<file path="config.mk">
export PLATFORM = sky130hd
export DESIGN_NAME = tc_dot_sequencer
export DESIGN_NICKNAME = d
export VERILOG_FILES = /design/src/rtl/tc_dot_sequencer_pkg.sv /design/src/rtl/tc_result_collector.sv /design/src/rtl/tc_dot_sequencer.sv
export SDC_FILE = /design/constraint.sdc
export NUM_CORES = 2
export LEC_CHECK = 0
export ABC_CLOCK_PERIOD_IN_PS = 66900
export BUFFER_PORTS_ARGS = -buffer_cell sky130_fd_sc_hd__buf_2
export CAP_MARGIN = 20
export CORE_AREA = 2 2 392 394
export CTS_CLUSTER_SIZE = 20
export DETAILED_ROUTE_END_ITERATION = 8
export DIE_AREA = 0 0 394 396
export REMOVE_ABC_BUFFERS = 1
export SLEW_MARGIN = 10
export SYNTH_ARGS = -nofsm -noshare
export SYNTH_HDL_FRONTEND = slang
export SYNTH_SLANG_ARGS = --single-unit
</file>
<file path="constraint.sdc">
create_clock -name clk -period 66.9 [get_ports clk]
set_clock_uncertainty 0.15 [all_clocks]
set_input_delay 6.69 -clock clk [delete_from_list [all_inputs] [get_ports clk]]
set_output_delay 6.69 -clock clk [all_outputs]
set_load 0.02 [all_outputs]
</file>
<file path="src/rtl/tc_dot_sequencer_pkg.sv">
// Shared definitions for the tensor-core dot-product sequencer: FSM encoding,
// exception-flag layout and lane-slice index helpers.
`ifndef DEPTH_WARP
`define DEPTH_WARP 4
`endif

package tc_dot_sequencer_pkg;

  typedef enum logic [1:0] {
    StIdle,
    StRun,
    StOut
  } tc_state_e;

  // Exception flag bit positions within a 5-bit fflags vector.
  localparam int unsigned FflagsW = 5;
  localparam int unsigned FflagNv = 4;
  localparam int unsigned FflagDz = 3;
  localparam int unsigned FflagOf = 2;
  localparam int unsigned FflagUf = 1;
  localparam int unsigned FflagNx = 0;

  function automatic int unsigned tc_width(int unsigned expwidth, int unsigned precision);
    return expwidth + precision;
  endfunction

  function automatic int unsigned lane_lsb(int unsigned lane, int unsigned width);
    return lane * width;
  endfunction

  function automatic int unsigned lane_msb(int unsigned lane, int unsigned width);
    return (lane + 1) * width - 1;
  endfunction

endpackage

</file>
<file path="src/rtl/tc_result_collector.sv">
// Gathers in-order dot-product results into a lane vector and OR-accumulates
// their exception flags; flags the collect of the final lane.
module tc_result_collector
  import tc_dot_sequencer_pkg::*;
#(
  parameter int unsigned NUM_THREAD = 4,
  parameter int unsigned W          = 32
) (
  input  logic                    clk,
  input  logic                    rst,
  input  logic                    clear_i,
  input  logic                    fire_i,
  input  logic [W-1:0]            result_i,
  input  logic [FflagsW-1:0]      fflags_i,
  output logic [NUM_THREAD*W-1:0] data_o,
  output logic [FflagsW-1:0]      fflags_o,
  output logic                    last_o
);

  localparam int unsigned CntW  = $clog2(NUM_THREAD) + 1;
  localparam int unsigned LaneW = $clog2(NUM_THREAD);

  logic [CntW-1:0]         col_cnt_q;
  logic [NUM_THREAD*W-1:0] data_q;
  logic [FflagsW-1:0]      fflags_q;
  logic [LaneW-1:0]        col_idx;

  assign col_idx  = col_cnt_q[LaneW-1:0];
  assign last_o   = fire_i && (col_cnt_q == CntW'(NUM_THREAD - 1));
  assign data_o   = data_q;
  assign fflags_o = fflags_q;

  always_ff @(posedge clk or posedge rst) begin
    if (rst) begin
      col_cnt_q <= '0;
      data_q    <= '0;
      fflags_q  <= '0;
    end else if (clear_i) begin
      col_cnt_q <= '0;
      fflags_q  <= '0;
    end else if (fire_i) begin
      // Lane position comes only from arrival order; the dot unit is in-order.
      data_q[lane_lsb(32'(col_idx), W) +: W] <= result_i;
      fflags_q  <= fflags_q | fflags_i;
      col_cnt_q <= col_cnt_q + CntW'(1);
    end
  end

endmodule

</file>
<file path="src/rtl/tc_dot_sequencer.sv">
// Issues a warp's NUM_THREAD dot-product jobs to the dot unit one lane at a
// time and returns the collected results as a single writeback.
`ifndef DEPTH_WARP
`define DEPTH_WARP 4
`endif

module tc_dot_sequencer
  import tc_dot_sequencer_pkg::*;
#(
  parameter int unsigned DIM_N      = 2,
  parameter int unsigned EXPWIDTH   = 8,
  parameter int unsigned PRECISION  = 24,
  parameter int unsigned NUM_THREAD = 4
) (
  input  logic                                             clk,
  input  logic                                             rst,
  input  logic                                             req_valid_i,
  output logic                                             req_ready_o,
  input  logic [NUM_THREAD*DIM_N*(EXPWIDTH+PRECISION)-1:0] req_a_i,
  input  logic [NUM_THREAD*DIM_N*(EXPWIDTH+PRECISION)-1:0] req_b_i,
  input  logic [NUM_THREAD*(EXPWIDTH+PRECISION)-1:0]       req_c_i,
  input  logic [2:0]                                       req_rm_i,
  input  logic [7:0]                                       req_reg_idxw_i,
  input  logic [`DEPTH_WARP-1:0]                           req_warpid_i,
  output logic                                             dp_in_valid_o,
  input  logic                                             dp_in_ready_i,
  output logic [DIM_N*(EXPWIDTH+PRECISION)-1:0]            dp_a_o,
  output logic [DIM_N*(EXPWIDTH+PRECISION)-1:0]            dp_b_o,
  output logic [EXPWIDTH+PRECISION-1:0]                    dp_c_o,
  output logic [2:0]                                       dp_rm_o,
  output logic [7:0]                                       dp_reg_idxw_o,
  output logic [`DEPTH_WARP-1:0]                           dp_warpid_o,
  input  logic                                             dp_out_valid_i,
  output logic                                             dp_out_ready_o,
  input  logic [EXPWIDTH+PRECISION-1:0]                    dp_result_i,
  input  logic [4:0]                                       dp_fflags_i,
  output logic                                             wb_valid_o,
  input  logic                                             wb_ready_i,
  output logic [NUM_THREAD*(EXPWIDTH+PRECISION)-1:0]       wb_data_o,
  output logic [4:0]                                       wb_fflags_o,
  output logic [7:0]                                       wb_reg_idxw_o,
  output logic [`DEPTH_WARP-1:0]                           wb_warpid_o
);

  localparam int unsigned W        = tc_width(EXPWIDTH, PRECISION);
  localparam int unsigned LaneBits = DIM_N * W;
  localparam int unsigned CntW     = $clog2(NUM_THREAD) + 1;
  localparam int unsigned LaneW    = $clog2(NUM_THREAD);

  tc_state_e state_q, state_d;
  logic [CntW-1:0] iss_cnt_q, iss_cnt_d;
  logic            latch;
  logic            issue_fire;
  logic            collect_fire;
  logic            collect_last;

  logic [NUM_THREAD-1:0][LaneBits-1:0] a_q, b_q;
  logic [NUM_THREAD-1:0][W-1:0]        c_q;
  logic [2:0]                          rm_q;
  logic [7:0]                          reg_idxw_q;
  logic [`DEPTH_WARP-1:0]              warpid_q;
  logic [LaneW-1:0]                    iss_idx;

  // Handshake outputs are decoded from registered state only.
  assign req_ready_o    = (state_q == StIdle);
  assign dp_in_valid_o  = (state_q == StRun) && (iss_cnt_q < CntW'(NUM_THREAD));
  assign dp_out_ready_o = (state_q == StRun);
  assign wb_valid_o     = (state_q == StOut);

  assign issue_fire   = dp_in_valid_o && dp_in_ready_i;
  assign collect_fire = dp_out_valid_i && dp_out_ready_o;

  // Low bits suffice: the slice is only consumed while iss_cnt_q < NUM_THREAD.
  assign iss_idx       = iss_cnt_q[LaneW-1:0];
  assign dp_a_o        = a_q[iss_idx];
  assign dp_b_o        = b_q[iss_idx];
  assign dp_c_o        = c_q[iss_idx];
  assign dp_rm_o       = rm_q;
  assign dp_reg_idxw_o = reg_idxw_q;
  assign dp_warpid_o   = warpid_q;
  assign wb_reg_idxw_o = reg_idxw_q;
  assign wb_warpid_o   = warpid_q;

  always_comb begin
    state_d   = state_q;
    iss_cnt_d = iss_cnt_q;
    latch     = 1'b0;
    unique case (state_q)
      StIdle: begin
        if (req_valid_i) begin
          latch     = 1'b1;
          iss_cnt_d = '0;
          state_d   = StRun;
        end
      end
      StRun: begin
        if (issue_fire) iss_cnt_d = iss_cnt_q + CntW'(1);
        if (collect_last) state_d = StOut;
      end
      StOut: begin
        if (wb_ready_i) state_d = StIdle;
      end
      default: state_d = StIdle;
    endcase
  end

  always_ff @(posedge clk or posedge rst) begin
    if (rst) begin
      state_q    <= StIdle;
      iss_cnt_q  <= '0;
      a_q        <= '0;
      b_q        <= '0;
      c_q        <= '0;
      rm_q       <= '0;
      reg_idxw_q <= '0;
      warpid_q   <= '0;
    end else begin
      state_q   <= state_d;
      iss_cnt_q <= iss_cnt_d;
      if (latch) begin
        a_q        <= req_a_i;
        b_q        <= req_b_i;
        c_q        <= req_c_i;
        rm_q       <= req_rm_i;
        reg_idxw_q <= req_reg_idxw_i;
        warpid_q   <= req_warpid_i;
      end
    end
  end

  tc_result_collector #(
    .NUM_THREAD (NUM_THREAD),
    .W          (W)
  ) u_collector (
    .clk      (clk),
    .rst      (rst),
    .clear_i  (latch),
    .fire_i   (collect_fire),
    .result_i (dp_result_i),
    .fflags_i (dp_fflags_i),
    .data_o   (wb_data_o),
    .fflags_o (wb_fflags_o),
    .last_o   (collect_last)
  );

endmodule

</file>
Word level (Yosys, flattened, before mapping):

Index checks and enable logic that the tools add are counted.

* flip-flop bits (word level): 796
* bits of input ports: 698
* logic and storage cells: 66

* add/sub/neg operators: 3
* order comparisons: 2
* equal/unequal tests: 7
* shift operators: 2
* muxes and demuxes: 20
* bitwise gates (word level): 2
* reduce and logical (&&, ||, !) cells: 10

Operator list (number)
* $bmux 64 s2: 2
* $bwmux 128: 1
* $mux 64: 2
* $shift 32x34->128 const A: 1
* $shiftx 32x34->128: 1
* $bmux 32 s2: 1
* $neg 7->34: 1
* $mux 32: 1
* $mux 3: 4
* $mux 5: 2
* $add 3x1->3 const B: 2
* $mux 2: 3
* $ne 2x1->1 const B: 3
* $pmux 2 s3: 1
* $pmux 3 s2: 1
* $reduce_and 3->1: 2
* $or 5x5->5: 1
* $logic_and 1x1->1: 4
* $reduce_bool 2->1: 2
* $eq 3x2->1 const B: 1
* $lt 2x3->1 const B: 1
* $lt 3x3->1 const B: 1
* $eq 2x1->1 const B: 1
* $eq 2x2->1 const B: 1
* other kinds (5): 6

Longest topological paths before layout:

* word-level depth: 5
* gate-level depth with buffers: 7
* depth with buffers taken out: 5

Cells and area by module:

Synthesis repeated with hierarchy kept, for this count alone.

* cell total of the unflattened synthesis: 2105
* area total of the unflattened synthesis: 35607.9 um2

Modules (own cells, without submodules)
* tc_dot_sequencer: instances 1, cells an instance 1613, area each 29585.9 um2, seq. area each 16515.8 um2
* tc_result_collector: instances 1, cells an instance 492, area each 6022.0 um2, seq. area each 3403.3 um2

Worst setup path before layout:

Ideal clock, no wire load.

* path type: reg2out
* start: reg iss_cnt_q[0]
* end: out dp_c_o[20]
* arrival time: 1.544 ns
* data required time: 60.060 ns
* path slack: 58.516 ns
* stages on the path, launching flop included: 5
* cells stage by stage: dfrtp_1 > buf_2 > buf_4 > buf_2 > mux4_2

* longest elaborated chain between the ends: 2

Ends and longest elaborated chain
* start, declared: line tc_dot_sequencer.sv:51 `logic [CntW-1:0] iss_cnt_q, iss_cnt_d;`
* start signal, assigned: line tc_dot_sequencer.sv:119 `iss_cnt_q <= iss_cnt_d;`
* $bmux 32 s2: line tc_dot_sequencer.sv:77 `assign dp_c_o = c_q[iss_idx];`
* $mux 32 (not written as such): line tc_dot_sequencer.sv:77
* end, declared: line tc_dot_sequencer.sv:29 `output logic [EXPWIDTH+PRECISION-1:0] dp_c_o,`

No other way between the ends. The select of a mux whose other input is x is not followed.

Worst setup path in the final report:

* start: in req_valid_i
* end: reg b_q[63] in the netlist's numbering

* longest elaborated chain between the ends: 2

Ends and longest elaborated chain
* start, declared: line tc_dot_sequencer.sv:17 `input logic req_valid_i,`
* $mux 1: line tc_dot_sequencer.sv:90 `if (req_valid_i) begin`
* $mux 1: line tc_dot_sequencer.sv:88 `unique case (state_q)`
* end signal, assigned: line tc_dot_sequencer.sv:122 `b_q <= req_b_i;`
* end, declared: line tc_dot_sequencer.sv:57 `logic [NUM_THREAD-1:0][LaneBits-1:0] a_q, b_q;`

No other way between the ends.
A chain may end at the register's enable or synchronous reset.

==> flow_metrics.py <==
metrics = {
    "critical_path": {
        "crit_top_cell": "buf_4",
        "crit_fanout": 106,
        "cp.arrival_ns": 11.45,
        "cp_top_family": "buffers and inverters",
        "r2r-end": "b_q[63]$_DFFE_PP0P_",
        "reg2reg_depth": 7,
        "crit_slowest_cell": "buf_4",
        "crit_path_start_kind": "input pin",
        "crit_chain": "buf_2, or3b_4, buf_4, buf_4, buf_4, buf_4, nand2_1, nand2_1",
        "worstSetupPathType": "in2reg",
        "r2r-start": "state_q[0]$_DFFE_PP0P_",
        "crit_buf_inv": 5,
        "cp-end-kind": "register",
        "ff2ff_setup_slack_ns": 60.94,
        "slowest_delay_ns": 0.92,
        "critPathRequiredTime_ns": 67.36,
    },
    "drt": {
        "first_iter_violations": 1711,
        "final_antenna_net_count": 0,
        "detail_route.wl_per_cell_um": 18.94,
        "first_pass_iters": 5,
        "route.detailed.drc": 0,
        "vias": 27640,
        "wl_mm": 122.1,
        "vias_per_cell": 4.285,
    },
    "pwr": {
        "power_w": 0.002243,
        "ir_drop_uv": 29.37,
        "p_comb_frac": 0.397,
        "p_leak_nw": 23.34,
        "swShare": 0.3995,
        "pwr-share-clk": 0.234,
        "p_int_w": 0.001347,
        "pwr-share-seq": 0.369,
        "powerDensity_nw_per_um2": 51.13,
        "switchingPower_w": 0.0008963,
    },
    "die": {
        "ios": 1022,
        "dieArea_um2": 156000,
        "die_y_um": 396,
        "num_rows": 143,
        "fp.dieW_um": 394,
        "coreArea_um2": 151500,
        "start_util": 0.2262,
    },
    "run": {
        "cap_violations": 0,
    },
    "synthesis": {
        "yosys_warnings": 0,
        "synth_top_area_frac": 0.5811,
        "netlist_area_um2": 34280,
        "yosysSeqAreaShare": 0.5811,
        "synth.distinct_cells": 27,
        "synth-edff-count": 0,
        "synth_flop_cell": "dfrtp_1",
        "synth_area_leader_cell": "dfrtp_1",
        "async_flop_share": 1.000,
        "avgSynthCellArea_um2": 10.09,
        "ys_seq_elements": 796,
        "synthTopCellsByArea": "dfrtp_1 58%, nand2_1 22%, mux4_2 11%",
        "netlist_instances": 3397,
    },
    "global_route": {
        "first_global_vias": 28620,
        "grt_max_degree": 172,
        "gr-usage-all-layers": 0.1522,
        "grt_overflow_total": 0,
        "grt_pass1_wl_mm": 181.3,
        "antenna_found_initial": 51,
    },
    "clock_tree": {
        "clock_latency_ns": 0.70,
        "ctsResizeCount": 0,
        "cts.sinks": 796,
        "cts_max_level": 3,
        "tritoncts": "done",
        "clock_path_buffers": 3,
        "cts_setup_buffers": 0,
        "cts-hold-fix-buffers": 0,
        "clk_transition_reported_paths_ns": 0.06,
        "cts_root_buf": "clkbuf_16",
        "numCtsBuffers": 92,
    },
    "min_path": {
        "hold_depth": 2,
        "worstHoldStart": "a_q[249]$_DFFE_PP0P_",
        "hold_path.class": "reg2reg",
        "min_to": "a_q[249]$_DFFE_PP0P_",
    },
    "sta": {
        "fmax_ghz": 0.09099,
        "fin_crit_sh": 0.1643,
        "period_needed_ns": 10.99,
        "rsz0062_at_grt": "no",
        "worst_pin_slew_ns": 1.069,
        "max-slew-margin-rel": 0.2874,
        "hold_viol": 0,
        "slew_viol_final": 0,
        "tns_ns": 0,
        "setup_viol": 0,
    },
    "placement": {
        "io_buffers": 1021,
        "place_hpwl_mm": 90.08,
        "place.gp.congestion": 0.9155,
    },
    "finish": {
        "final_cell_mix": "2033 x nand2_1, 1021 x buf_2, 794 x dfrtp_1, 160 x mux4_2, 99 x a22o_1",
        "final_common_cell": "nand2_1",
        "layout.nets": 5030,
        "layout-drive-gt1-share": 0.3139,
        "area_growth_pct": 28.01,
        "finish.utilization": 0.2895,
    },
    "run_status": {
        "outcome": "finished clean",
    },
}
[cell usage after synthesis (2+ instances only)]
cell type / instances
mux4_2: 160
a22o_1: 99
clkbuf_1: 25
nor2_1: 9
nor2b_1: 3
o21ai_0: 34
nand2_1: 2033
buf_4: 45
a21oi_1: 5
inv_1: 7
dfrtp_1: 796
nor4_4: 2
nand3_1: 2
buf_6: 70
ha_1: 8
nand4b_4: 3
buf_2: 86
[power groups by stage]
stage	clock network, W	registers (W)	logic (W)
2_1_floorplan	0	0.000864	0.000662
3_3_place_gp	0	0.000826	0.000890
3_5_place_dp	0	0.000833	0.000904
4_1_cts	0.000538	0.000828	0.000905
5_1_grt	0.000558	0.000853	0.000975
6_report	0.000525	0.000828	0.000891
[final cells by class]
cell class / instances / area [um^2]
antenna: 24 / 60.06
clock buffer: 133 / 2698
clock inverter: 33 / 475.5
fill: 16030 / 107700
inverter: 7 / 33.78
multi-input combinational: 2368 / 12700
sequential: 796 / 19930
tap: 2030 / 2540
timing repair buffer: 1059 / 5440
[per-stage QoR]
step / hold slack, ns / setup slack [ns] / area [um^2] / instances
after floorplan: 0.2903 / 37.71 / 32630 / 3171
after global placement: 0.3015 / 55.32 / 40620 / 6259
after detailed placement: 0.3069 / 55.28 / 40620 / 6259
after CTS: 0.3221 / 55.88 / 43790 / 6425
after global routing: 0.3341 / 55.60 / 43850 / 6439
final: 0.3185 / 55.91 / 43880 / 6450
[routing by layer]
layer  vias to the layer above  track usage  wire length (um)  part of all wire
met5                         -            0               241            0.0020
met4                        38      0.05747              4644             0.038
met3                       251      0.04763              9541             0.078
met2                       964       0.2590             60270              0.49
met1                     13640       0.1792             47440              0.39
li1                      12740            -                 -                 -
[cells by family (layout without fill, tap and decap cells)]
kind of cell	after synthesis	count (layout)	synth area share
muxes	161	161	0.1055
other	0	24	0
adders and majority gates	8	8	0.002920
buffers and inverters	233	1232	0.04891
AOI/OAI and AO/OA	139	139	0.03117
DFF	796	796	0.5811
and+or+nand+nor	2060	2060	0.2304
[tightest hold or removal path, cell delays in order (launching register included)]
cell and delay [ns]:
dfrtp_1 0.33, nand2_1 0.05, nand2_1 0.05
[worst max-delay path by stage]
stage	from	slack, ns	cells after the start	end
detailed placement	req_valid_i	55.28	8	b_q[34]$_DFFE_PP0P_
floorplan	rst	37.71	1	a_q[0]$_DFFE_PP0P_
global route	req_valid_i	55.60	8	b_q[23]$_DFFE_PP0P_
finish	req_valid_i	55.91	8	b_q[63]$_DFFE_PP0P_
global placement	req_valid_i	55.32	8	b_q[76]$_DFFE_PP0P_
CTS	iss_cnt_q[0]$_DFFE_PP0P_	55.88	4	dp_b_o[48]
[state kept, by name, indices dropped and copies added (netlist names)]
signal	flops
dp_reg_idxw_o	8
a_q	256
c_q	128
b_q	256
dp_rm_o	3
state_q	2
u_collector.data_o	128
u_collector.fflags_o	5
u_collector.col_cnt_q	3
iss_cnt_q	3
dp_warpid_o	4
Power figures use the tool's default switching activity.
